## config.mk

```make
export PLATFORM = sky130hd
export DESIGN_NAME = fetch_unit
export DESIGN_NICKNAME = d
export VERILOG_FILES = /design/src/rtl/core_pkg.sv /design/src/rtl/ras_stack.sv /design/src/rtl/fetch_unit.sv
export SDC_FILE = /design/constraint.sdc
export NUM_CORES = 1
export LEC_CHECK = 0
export ABC_AREA = 1
export CAP_MARGIN = 15
export CORE_MARGIN = 10
export CORE_UTILIZATION = 44
export CTS_CLUSTER_DIAMETER = 120
export DETAILED_ROUTE_END_ITERATION = 7
export PLACE_DENSITY = 0.78
export SYNTH_ARGS = -nofsm -noshare
export SYNTH_HDL_FRONTEND = slang
export SYNTH_HIERARCHICAL = 1
export SYNTH_SLANG_ARGS = --single-unit
export TNS_END_PERCENT = 50
```

## constraint.sdc

```tcl
create_clock -name clk -period 1.4 [get_ports clk]
set_input_delay 0.28 -clock clk [delete_from_list [all_inputs] [get_ports clk]]
set_output_delay 0.28 -clock clk [all_outputs]
set_load 0.05 [all_outputs]
```

## src/rtl/core_pkg.sv

```systemverilog
// Shared types and width defaults for the fetch front end.
package core_pkg;

    localparam int unsigned PC_W_DEF = 8;

    typedef enum logic [1:0] {
        IDLE  = 2'd0,
        RUN   = 2'd1,
        HALT  = 2'd2,
        FAULT = 2'd3
    } fetch_state_t;

endpackage

```

## src/rtl/ras_stack.sv

```systemverilog
// Return-address stack: LIFO of DEPTH entries with full/empty flags and bulk clear.
module ras_stack #(
    parameter int unsigned DEPTH = 4,
    parameter int unsigned W     = 8
) (
    input  logic         clk,
    input  logic         reset,
    input  logic         clear,
    input  logic         push,
    input  logic         pop,
    input  logic [W-1:0] din,
    output logic [W-1:0] dout,
    output logic         full,
    output logic         empty
);

    localparam int unsigned CNT_W = $clog2(DEPTH + 1);
    localparam int unsigned IDX_W = $clog2(DEPTH);

    logic [CNT_W-1:0] count;
    logic [W-1:0]     mem [DEPTH];

    assign full  = (count == CNT_W'(DEPTH));
    assign empty = (count == '0);
    assign dout  = mem[IDX_W'(count - CNT_W'(1))];

    always_ff @(posedge clk or posedge reset) begin
        if (reset) begin
            count <= '0;
        end else if (clear) begin
            count <= '0;
        end else if (push && !full) begin
            count <= count + CNT_W'(1);
        end else if (pop && !empty) begin
            count <= count - CNT_W'(1);
        end
    end

    // Entries need no reset: count alone decides which are valid.
    always_ff @(posedge clk) begin
        if (push && !full && !clear) begin
            mem[IDX_W'(count)] <= din;
        end
    end

endmodule

```

## src/rtl/fetch_unit.sv

```systemverilog
// Program-counter sequencer with branch, call/return and halt detection.
// Optional return-address stack and FAULT handling enabled by FETCH_UNIT_RAS_EN.
module fetch_unit
    import core_pkg::*;
#(
    parameter int unsigned PC_W      = PC_W_DEF,
    parameter int unsigned HALT_ADDR = 128,
    parameter int unsigned RAS_DEPTH = 4
) (
    input  logic            clk,
    input  logic            reset,
    input  logic            start,
    input  logic            stall,
    input  logic            branch,
    input  logic            call,
    input  logic            ret,
    input  logic [PC_W-1:0] target,
    output logic [PC_W-1:0] pc,
    output logic            fetch_valid,
    output logic            done,
    output logic            fault
);

    localparam logic [PC_W-1:0] HALT_PC = PC_W'(HALT_ADDR);

    fetch_state_t    state;
    fetch_state_t    stateNext;
    logic [PC_W-1:0] pcNext;
    logic [PC_W-1:0] pcInc;
    logic            atHalt;

    assign pcInc  = pc + PC_W'(1);
    assign atHalt = (pc == HALT_PC);

`ifdef FETCH_UNIT_RAS_EN
    logic            rasPush;
    logic            rasPop;
    logic            rasClear;
    logic            rasFull;
    logic            rasEmpty;
    logic [PC_W-1:0] rasTop;

    ras_stack #(
        .DEPTH (RAS_DEPTH),
        .W     (PC_W)
    ) u_ras (
        .clk   (clk),
        .reset (reset),
        .clear (rasClear),
        .push  (rasPush),
        .pop   (rasPop),
        .din   (pcInc),
        .dout  (rasTop),
        .full  (rasFull),
        .empty (rasEmpty)
    );

    assign fault = (state == FAULT);
`else
    logic unusedRet;
    assign unusedRet = ret;
    assign fault     = 1'b0;
`endif

    assign fetch_valid = (state == RUN) && !stall && !atHalt;
    assign done        = (state == HALT) || ((state == RUN) && atHalt);

    always_ff @(posedge clk or posedge reset) begin
        if (reset) begin
            state <= IDLE;
            pc    <= '0;
        end else begin
            state <= stateNext;
            pc    <= pcNext;
        end
    end

    // Next state and pc; stall freezes everything, including halt and fault entry.
    always_comb begin
        stateNext = state;
        pcNext    = pc;
`ifdef FETCH_UNIT_RAS_EN
        rasPush   = 1'b0;
        rasPop    = 1'b0;
        rasClear  = 1'b0;
`endif
        case (state)
            IDLE: begin
                if (start) begin
                    stateNext = RUN;
                    pcNext    = '0;
                end
            end
            RUN: begin
                if (!stall) begin
                    if (atHalt) begin
                        stateNext = HALT;
`ifdef FETCH_UNIT_RAS_EN
                    end else if (ret) begin
                        if (rasEmpty) begin
                            stateNext = FAULT;
                        end else begin
                            rasPop = 1'b1;
                            pcNext = rasTop;
                        end
                    end else if (call) begin
                        if (rasFull) begin
                            stateNext = FAULT;
                        end else begin
                            rasPush = 1'b1;
                            pcNext  = target;
                        end
                    end else if (branch) begin
                        pcNext = target;
`else
                    end else if (call || branch) begin
                        pcNext = target;
`endif
                    end else begin
                        pcNext = pcInc;
                    end
                end
            end
            HALT: begin
                if (start) begin
                    stateNext = RUN;
                    pcNext    = '0;
`ifdef FETCH_UNIT_RAS_EN
                    rasClear  = 1'b1;
`endif
                end
            end
            default: begin
                stateNext = state;
            end
        endcase
    end

endmodule
```

# Word-level counts from Yosys, hierarchy flattened

Cells that the tools add are included.

Reduce and logical (&&, ||, !) cells: 12
Muxes and demuxes: 9
Add/subtract/negate cells: 1
Equal/unequal tests: 7

Operators with widths:

| kind                                                                  | number |
|---|---|
| 8-bit two-way mux                                                     | 4 |
| 8-bit one-hot mux with 2 select lines                                 | 1 |
| 8-bit by 1-bit adder with 8-bit output, second input constant         | 1 |
| 8-bit equality test, second input constant                            | 1 |
| 4-bit AND reduction                                                   | 2 |
| 2-bit two-way mux                                                     | 3 |
| 2-bit != test, second input constant                                  | 3 |
| 2-bit one-hot mux with 2 select lines                                 | 1 |
| 1-bit logical AND                                                     | 3 |
| 2-bit by 1-bit equality test with 1-bit output, second input constant | 1 |
| 2-bit equality test, second input constant                            | 1 |
| 1-bit logical NOT                                                     | 2 |
| 2-bit logical NOT                                                     | 1 |
| 1-bit logical OR                                                      | 2 |
| 2-bit by 1-bit != test with 1-bit output, second input constant       | 1 |
| 2-bit nonzero test                                                    | 1 |
| 2-bit OR reduction                                                    | 1 |

Input bits: 15
Word-level logic and storage cells: 31
Output and inout port bits: 11
Flip-flop bits (word level): 10

# Depth between registers and ports, before layout

Depth in word-level cells: 5
Mapped depth: 8
Depth with buffers taken out: 8

# Worst setup path before layout

Ideal clock, no wire load.

Path type: reg-to-output
Start point: reg pc[0]
End point: out done
Cell stages (with the launch flop): 7
Setup slack: -0.656 ns
Data arrival time: 1.776 ns
Buffers on the path: 0
Required time: 1.120 ns
Path through: dfrtp_1 inv_1 ha_1 nand3_2 nor2_1 nand2_1 o21ai_0

Longest elaborated chain between the ends: 3

RTL lines:

| item                     | RTL line         | source |
|---|---|---|
| start: declaration       | fetch_unit.sv:18 | `output logic [PC_W-1:0] pc,` |
| start signal: assignment | fetch_unit.sv:74 | `pc <= pcNext;` |
| 8-bit equality test      | fetch_unit.sv:33 | `assign atHalt = (pc == HALT_PC);` |
| 1-bit logical AND        | fetch_unit.sv:66 | `assign done = (state == HALT) \|\| ((state == RUN) && atHalt);` |
| 1-bit logical OR         | fetch_unit.sv:66 |  |
| end: declaration         | fetch_unit.sv:20 | `output logic done,` |

No other way between the ends.

# Final worst setup path

Start point: reg pc[0]
End point: out fetch_valid

Longest elaborated chain between the ends: 3

RTL lines:

| item                | RTL line         | source |
|---|---|---|
| 8-bit equality test | fetch_unit.sv:33 |  |
| 1-bit logical NOT   | fetch_unit.sv:65 | `assign fetch_valid = (state == RUN) && !stall && !atHalt;` |
| 1-bit logical AND   | fetch_unit.sv:65 |  |
| end: declaration    | fetch_unit.sv:19 | `output logic fetch_valid,` |

No other way between the ends.

==> results.txt <==
crit-path max FO = 3
Max Slew Vio Count = 0
GR Util All Layers = 0.141
TritonCTS Buffers = 3
TritonCTS sink count = 10
MaxCap Viol Count = 0
first-pass GRT wire length = 4.02 mm
Placed Instances = 169
sequential share of the synthesized area = 0.331
hold-fix buffers at CTS = 0
core area = 1560 sq um
hpwl dp = 1.80 mm
layout overhead on the synthesized area = 77.6%
number of cell rows = 14
Clk Tree Root Cell = clkbuf_4
later-pin clock latency in the skew report = 0.28 ns
largest net degree at the start of global routing = 11
failing checks = negative setup slack
DR DRC count = 0
startpoint types = flop
via/cell ratio = 5.14
Max Buffers Root-to-Sink = 2
Reg clk slew, reported paths = 0.08 ns
H-Tree Depth = 1
first-iteration detailed-routing DRC count = 21
Synth Net Count = 136
Synth cell types = 22
remaining global-route overflow = 0
Final Skew = 0.00168 ns
final setup TNS = -0.609 ns
initial antenna violation count = 0
vias in the first global route = 880
post-route insts no fill = 173
kind of critical path = flop to output pin
DP Area = 1250 sq um
Avg Cell Area, Syn = 6.35 sq um
RD Place Congestion = 0.812
Hold Violations, Final = 0
number of synthesized register bits = 10
width of the die = 61.4 microns
Cell Area, Synth = 756 sq um
Diodes inserted = 0
Starting Density = 0.485
I/O pins = 26
drt total wl = 2.67 mm
Final Cycle Share = 1.22
wire per inst = 15.4 microns
antenna-violating nets left = 0
Gate Count Post-Synth = 119
CP Capture Type = output pin
Final setup violation count = 2
Leak = 0.605 nW
outcome = finished, violations left
fin area = 1340 sq um
first drt pass iteration count = 4
CTS tree = yes
Hold Slack = 0.292 ns
final net count = 175
Die Area = 3780 sq um
fin crit period = 1.71 ns
PortBufs = 23
Highest Clock Rate = 586 MHz
HP Class = input pin to async pin
Pwr Density = 2310 nW/um^2
layout cells sized above 1 = 0.382
CP Data Arrival Time = 1.43 ns
Setup WS post-layout = -0.307 ns
Synthesis Warnings = 6
CP required = 1.12 ns
RSZ-0062 raised after global routing = true
worst vdd ir = 0.00144 V
Via Count = 890
Die Ht = 61.4 microns
## final timing paths
check	start	end	slack, ns	depth (start not counted)
worst min-delay path	reset	state[1]	0.29	2
worst max register to register	pc[0]	pc[2]	0.02	8
min in group clk	state[1]	state[1]	0.49	2
worst max-delay path	pc[0]	fetch_valid	-0.31	6
max in group asynchronous	reset	pc[0]	0.77	2
worst min register to register	state[1]	state[1]	0.49	2
## registers in the layout, summed over array words and instances (netlist names)
register	count
pc	8
state	2
## worst max-delay path: stages, from the launching register on
cell	delay (ns)
dfrtp_2	0.42
inv_2	0.08
ha_4	0.15
nand3_4	0.09
o21ai_4	0.20
inv_6	0.05
buf_12	0.14
## per-stage QoR
stage | total power [mW] | setup WS [ns] | utilization
global placement | 2.60 | -0.0681 | 0.803
detailed placement | 2.66 | -0.0789 | 0.803
global route | 3.27 | -0.347 | 0.861
CTS | 2.99 | -0.280 | 0.836
floorplan | 1.74 | -0.0783 | -
finish | 3.10 | -0.307 | 0.861
## placed cells by master (no fill, tap or decap), types with 2 or more instances in the layout
cell type,instances
buf_12,10
buf_4,15
clkbuf_4,3
clkdlybuf4s50_1,13
dfrtp_1,2
dfrtp_2,8
ha_4,2
inv_1,9
inv_2,3
nand2_1,45
nand2_2,5
nand3_1,7
nand3_2,2
nand3_4,2
nor2_1,12
nor2_4,2
o21ai_0,3
o21ai_1,2
o21ai_4,2
## cell type report
cell class	instances	area, sq um
fillers	86	216
clock buffers	4	36.3
well taps	16	20.0
inverters	14	57.6
multi-input cells	91	526
repair buffers	38	443
flip-flops and latches	10	260
## synthesized netlist by cell type
master	count	area, sq um
o21ai_0	5	25.0
buf_2	1	5.00
nand4_1	1	6.26
dfrtp_1	10	250
inv_2	2	7.51
nand2_4	1	11.3
nor2_1	14	52.6
o21ai_2	2	17.5
nand3_1	10	50.1
ha_1	2	25.0
nand2_1	49	184
nand3_2	1	10.0
buf_6	2	22.5
o21ai_1	1	5.00
nand2_2	1	6.26
buf_4	1	7.51
conb_1	1	3.75
xnor2_1	1	8.76
inv_1	11	41.3
nor2_2	1	6.26
clkinv_1	1	3.75
or2_2	1	6.26
## cell families after synthesis
group                      after synthesis  synth area share
and+or+nand+nor                         79             0.440
buffers and inverters                   18             0.116
DFF                                     10             0.331
AOI/OAI and AO/OA                        8            0.0629
adders and majority gates                2            0.0331
xor gates and xnor gates                 1            0.0116
other                                    1           0.00496
## metal layers
metal / vias to the layer above / part of all wire / global-route usage / routed length [microns]
met5: - / 0 / 0 / 0
met4: 0 / 0.033 / 0.0382 / 87
met3: 8 / 0.077 / 0.0535 / 206
met2: 39 / 0.51 / 0.250 / 1360
met1: 405 / 0.38 / 0.153 / 1010
li1: 438 / - / - / -
## timing repair
action,4_1_cts,5_1_grt
setup buffers,1,1
setup endpoints to repair,2,10
gates cloned,0,0
gates resized for setup,2,10
pin swaps,1,4
## report_power, final
group | internal [mW] | switching [mW] | total (mW)
Sequential | 0.431 | 0.117 | 0.548
Clock | 0.159 | 0.126 | 0.285
Combinational | 0.965 | 1.30 | 2.26
(Power assumes the default switching activity.)
